===== src/rtl/pipelined_alu_regfile.sv =====
// Two-stage ALU with an internal register file: S1 holds the issued operands, S2 holds the result.
// Operands forward from same-edge external writes and from the S1 writeback; the external write wins.
module pipelined_alu_regfile #(
  parameter int DATA_WIDTH = 8,
  parameter int NUM_REGS   = 8,
  localparam int ADDR_WIDTH = $clog2(NUM_REGS)
) (
  input  logic                  Clock,
  input  logic                  Reset_n,
  input  logic                  In_valid,
  output logic                  In_ready,
  input  logic [2:0]            Opcode,
  input  logic [ADDR_WIDTH-1:0] Src_Addr_1,
  input  logic [ADDR_WIDTH-1:0] Src_Addr_2,
  input  logic [ADDR_WIDTH-1:0] Dest_Addr,
  input  logic                  Wb_enable,
  input  logic                  Carry_In,
  input  logic                  Ext_Write_enable,
  input  logic [ADDR_WIDTH-1:0] Ext_Write_Addr,
  input  logic [DATA_WIDTH-1:0] Ext_Write_data,
  output logic                  Out_valid,
  input  logic                  Out_ready,
  output logic [DATA_WIDTH:0]   ALU_Out
);

  logic [DATA_WIDTH-1:0] rf_q [NUM_REGS];

  logic                  vld_p1_q;
  logic [2:0]            op_p1_q;
  logic [DATA_WIDTH-1:0] a_p1_q, b_p1_q;
  logic                  cin_p1_q;
  logic [ADDR_WIDTH-1:0] dst_p1_q;
  logic                  wb_p1_q;

  logic                  vld_p2_q;
  logic [DATA_WIDTH:0]   res_p2_q;

  logic                  adv_p1, adv_p2, issue, wb_fire;
  logic [DATA_WIDTH-1:0] opa_d, opb_d;
  logic [DATA_WIDTH:0]   res_p1;

  // Arithmetic wraps modulo 2^(DATA_WIDTH+1); the MSB carries carry/borrow, logic ops clear it.
  function automatic logic [DATA_WIDTH:0] alu_op(input logic [2:0] op,
                                                 input logic [DATA_WIDTH-1:0] a,
                                                 input logic [DATA_WIDTH-1:0] b,
                                                 input logic cin);
    logic [DATA_WIDTH:0] ax, bx;
    ax = {1'b0, a};
    bx = {1'b0, b};
    case (op)
      3'b000:  alu_op = ax + bx;
      3'b001:  alu_op = ax + bx + {{DATA_WIDTH{1'b0}}, cin};
      3'b010:  alu_op = ax - bx;
      3'b011:  alu_op = {1'b0, a & b};
      3'b100:  alu_op = {1'b0, a | b};
      3'b101:  alu_op = {1'b0, a ^ b};
      3'b110:  alu_op = {1'b0, ~a};
      default: alu_op = bx;
    endcase
  endfunction

  assign adv_p2   = !vld_p2_q || Out_ready;
  assign adv_p1   = vld_p1_q && adv_p2;
  assign In_ready = Reset_n && (!vld_p1_q || adv_p2);
  assign issue    = In_valid && In_ready;
  assign wb_fire  = adv_p1 && wb_p1_q;
  assign res_p1   = alu_op(op_p1_q, a_p1_q, b_p1_q, cin_p1_q);

  always_comb begin
    opa_d = rf_q[Src_Addr_1];
    opb_d = rf_q[Src_Addr_2];
    if (wb_fire && (dst_p1_q == Src_Addr_1)) opa_d = res_p1[DATA_WIDTH-1:0];
    if (wb_fire && (dst_p1_q == Src_Addr_2)) opb_d = res_p1[DATA_WIDTH-1:0];
    if (Ext_Write_enable && (Ext_Write_Addr == Src_Addr_1)) opa_d = Ext_Write_data;
    if (Ext_Write_enable && (Ext_Write_Addr == Src_Addr_2)) opb_d = Ext_Write_data;
  end

  // Register file: the external write is scheduled last so it wins an address collision.
  always_ff @(posedge Clock) begin
    if (!Reset_n) begin
      for (int i = 0; i < NUM_REGS; i++) rf_q[i] <= '0;
    end else begin
      if (wb_fire)          rf_q[dst_p1_q]       <= res_p1[DATA_WIDTH-1:0];
      if (Ext_Write_enable) rf_q[Ext_Write_Addr] <= Ext_Write_data;
    end
  end

  // Stage S1: issued operands and control
  always_ff @(posedge Clock) begin
    if (!Reset_n)    vld_p1_q <= 1'b0;
    else if (issue)  vld_p1_q <= 1'b1;
    else if (adv_p1) vld_p1_q <= 1'b0;
  end

  always_ff @(posedge Clock) begin
    if (issue) begin
      op_p1_q  <= Opcode;
      a_p1_q   <= opa_d;
      b_p1_q   <= opb_d;
      cin_p1_q <= Carry_In;
      dst_p1_q <= Dest_Addr;
      wb_p1_q  <= Wb_enable;
    end
  end

  // Stage S2: result register held under backpressure
  always_ff @(posedge Clock) begin
    if (!Reset_n) begin
      vld_p2_q <= 1'b0;
      res_p2_q <= '0;
    end else if (adv_p2) begin
      vld_p2_q <= vld_p1_q;
      if (adv_p1) res_p2_q <= res_p1;
    end
  end

  assign Out_valid = vld_p2_q;
  assign ALU_Out   = res_p2_q;

endmodule


===== config.mk =====
export PLATFORM = sky130hd
export DESIGN_NAME = pipelined_alu_regfile
export DESIGN_NICKNAME = d
export VERILOG_FILES = /design/src/rtl/pipelined_alu_regfile.sv
export SDC_FILE = /design/constraint.sdc
export NUM_CORES = 1
export LEC_CHECK = 0
export ABC_AREA = 1
export ABC_CLOCK_PERIOD_IN_PS = 8700
export CAP_MARGIN = 20
export CORE_UTILIZATION = 40
export CTS_CLUSTER_SIZE = 30
export DETAILED_ROUTE_END_ITERATION = 10
export GPL_TIMING_DRIVEN = 0
export PLACE_DENSITY = 0.54
export SYNTH_ARGS = -nofsm -noshare
export SYNTH_HDL_FRONTEND = slang
export SYNTH_SLANG_ARGS = --single-unit

===== constraint.sdc =====
create_clock -name Clock -period 8.7 [get_ports Clock]
set_clock_uncertainty 0.2 [all_clocks]
set_input_delay 1.74 -clock Clock [delete_from_list [all_inputs] [get_ports Clock]]
set_output_delay 1.74 -clock Clock [all_outputs]
set_load 0.03 [all_outputs]

==> impl_summary.log <==
[metrics] post-synth top area cell: edfxtp_1
[metrics] Root Buffer: clkbuf_16
[metrics] arrival time of the worst setup path: 3810 ps
[metrics] endpoint type of the worst setup path: primary output
[metrics] register clock-pin slew on the reported worst setup and hold paths: 70 ps
[metrics] post-synth net total: 938
[metrics] top cell type's share of synthesized area: 0.382
[metrics] average via count per standard cell: 5.83
[metrics] most instantiated flip-flop cell in the synthesis netlist: edfxtp_1
[metrics] Worst Max-Slew Pin Slew: 966 ps
[metrics] Final TNS setup: 0 ps
[metrics] CTS tree: built
[metrics] worst slew slack as a fraction of its limit: 0.353
[metrics] endpoints failing setup: 0
[metrics] Post-Route WL: 25000 um
[metrics] total placed instance area: 7590 um^2
[metrics] antenna violations before repair: 0
[metrics] number of post-CTS setup repair buffers: 0
[metrics] DP HPWL: 19400 um
[metrics] Max Cap Viol: 0
[metrics] number of CTS-inserted buffers: 9
[metrics] critical path data required time: 6760 ps
[metrics] Worst IR Drop VDD: 0.0997 mV
[metrics] dominant cell type by count on the critical path: clkdlybuf4s50_1
[metrics] share of the clock period used by the worst path: 0.661
[metrics] count of inserted antenna diode cells: 0
[metrics] number of unique standard cell types used by synthesis: 50
[metrics] most numerous cell in the Yosys netlist: nand2_1
[metrics] number of flops mapped to enable cells by yosys: 88
[metrics] signed area change from the synthesized netlist to the final layout: 13.7%
[metrics] net count reported at finish: 988
[metrics] CORE AREA: 16800 um^2
[metrics] max-slew violation count: 0
[metrics] min-delay src: ALU_Out[8]$_SDFFE_PN0P_
[metrics] latest clock arrival within the worst-skew pair: 370 ps
[metrics] first-pass GRT wire length: 38100 um
[metrics] RSZ-0062 raised after global routing: no
[metrics] post-route DRC violation count: 0
[metrics] number of top-level pins: 41
[metrics] Detailed Routing Iterations Pass 1: 6
[metrics] share of async-settable or async-resettable flops after synthesis: 0
[metrics] count of standard-cell rows: 47
[metrics] Power, Total: 1.25 mW
[metrics] worst min-delay path category: reg -> reg
[metrics] vias in the first global route: 6595
[metrics] number of routed nets with antenna violations: 0
[metrics] clock period minus final worst setup slack: 5750 ps
[metrics] launch point of the worst reg-to-reg path: b_p1_q[0]$_DFFE_PP_
[metrics] cell at the slowest stage of the critical path: clkdlybuf4s50_1
[metrics] register bit count reported by yosys: 99
[metrics] Critical path origin: Reset_n
[metrics] post-CTS sizing: 0
[metrics] average cell area after synthesis: 7.87 um^2
[metrics] Sink Count: 99
[metrics] worst stage delay on the critical path: 660 ps
[metrics] Finished Cell Area: 7870 um^2
[metrics] fraction of layout instances using a drive strength above 1: 0.0791
[metrics] number of warning messages in the yosys log: 0
[metrics] number of H-tree levels: 3
[metrics] GRT overflow: 0
[metrics] largest cells by area after synthesis: edfxtp_1 38%, nand2_1 11%, o22ai_1 6.6%
[metrics] status: finished clean
[metrics] drt wl/cell: 21.6 um
[metrics] achievable frequency: 174 MHz
[metrics] gr usage total: 0.286
[metrics] Syn Inst Count: 880
[metrics] die extent in x: 134 um
[metrics] pin count of the biggest net entering global routing: 21
[metrics] DRC marker count from the first detailed-route iteration: 587
[metrics] die outline area: 17800 um^2
[metrics] sequential element share of the synthesized area: 0.414
[metrics] area of the mapped netlist: 6920 um^2
[metrics] overall via count from detail_route: 6738
[metrics] critical path startpoint category: primary input
[metrics] highest net fanout along the worst path: 10
[metrics] CP Class: in -> out
[metrics] power per cell area: 158 nW/um^2
[metrics] total of hold buffers inserted after clock tree synthesis: 0
[metrics] Commonest cells post-synth: 196 x nand2_1, 91 x inv_1, 88 x edfxtp_1, 88 x nand3_1, 73 x o22ai_1
[metrics] Initial Utilization: 0.413
[metrics] die span in y: 134 um
[metrics] leakage component of the power: 3.17 nW
[metrics] number of hold violations in the final report: 0
[metrics] routability cong.: 0.931
[metrics] maximum count of clock buffers along a single path: 2
[metrics] count of input and output buffers: 38
[metrics] Cell Chain, Critical Path: clkdlybuf4s50_1 > clkbuf_1 > nand2_1 > inv_1 > clkdlybuf4s50_1
## report_power, final
group | switching (mW) | internal, mW | total, mW
registers | 0.0170 | 0.547 | 0.564
logic | 0.201 | 0.0953 | 0.296
clock network | 0.190 | 0.197 | 0.387
## worst max-delay path: cells and delay by family
kind | cells | cell delay, ps
AND/OR/NAND/NOR | 1 | 190
buffers and inverters | 4 | 1870
## routing by layer
metal | share of wire | global-route usage | up-vias
met5 | 0 | 0 | -
met4 | 0.040 | 0.135 | 0
met3 | 0.059 | 0.0411 | 69
met2 | 0.49 | 0.494 | 289
met1 | 0.42 | 0.351 | 3192
li1 | - | - | 3188
## area by class of cell
cell class              count  area (um^2)
plain buffers              39          204
clock buffers              10          229
clock inverters             6         47.5
fillers                  1683         8890
inverters                 108          413
multi-input cells         634         3440
flip-flops and latches     99         2860
well taps                 220          275
repair buffers             39          395
## logic make-up after synthesis
group / share of synthesized area
simple gates: 0.238
compound gates: 0.199
buf+inv: 0.0891
flops: 0.414
fa+ha+maj: 0.0528
xor+xnor: 0.00759
## state kept, by name, summed over array words and instances, names as in the netlist
name,count
ALU_Out,9
cin_p1_q,1
op_p1_q,3
rf_q,64
dst_p1_q,3
Out_valid,1
vld_p1_q,1
b_p1_q,8
a_p1_q,8
wb_p1_q,1
## placed cells by master (no fill, tap or decap), types with 4 or more instances in the layout
cell type        synthesis  routed
a21oi_1                 58      58
a31oi_1                 15      15
buf_2                   10      10
buf_4                    4       4
buf_6                    4       4
clkbuf_1                18      19
clkbuf_16                0       9
clkdlybuf4s50_1          0      38
clkinv_1                 7       7
dfxtp_1                 11      11
edfxtp_1                88      88
ha_1                    26      26
inv_1                   91      91
inv_2                    8       8
nand2_1                196     196
nand2_2                  8       8
nand3_1                 88      88
nand3_2                  5       5
nand3b_1                 4       4
nand4_1                  7       7
nor2_1                  44      43
o211ai_1                 4       4
o21ai_0                 59      59
o21ai_1                  5       5
o221ai_1                 4       4
o22ai_1                 73      73
## worst paths after layout
check / end / slack [ps] / cells after the start
max reg2reg: b_p1_q[6]$_DFFE_PP_ / 5530 / 16
min: ALU_Out[8]$_SDFFE_PN0P_ / 260 / 2
min reg2reg: ALU_Out[8]$_SDFFE_PN0P_ / 260 / 2
max: In_ready / 2950 / 5
## metrics by stage
step	hold slack [ps]	util	setup WS [ps]	cells
final	264	0.470	2950	1155
after global routing	297	0.470	2820	1155
after CTS	267	0.470	2940	1155
after detailed placement	256	0.453	2950	1139
after global placement	253	0.452	2980	1138
after floorplan	310	-	4520	880
Note: power is estimated with default switching activity, not from simulation.
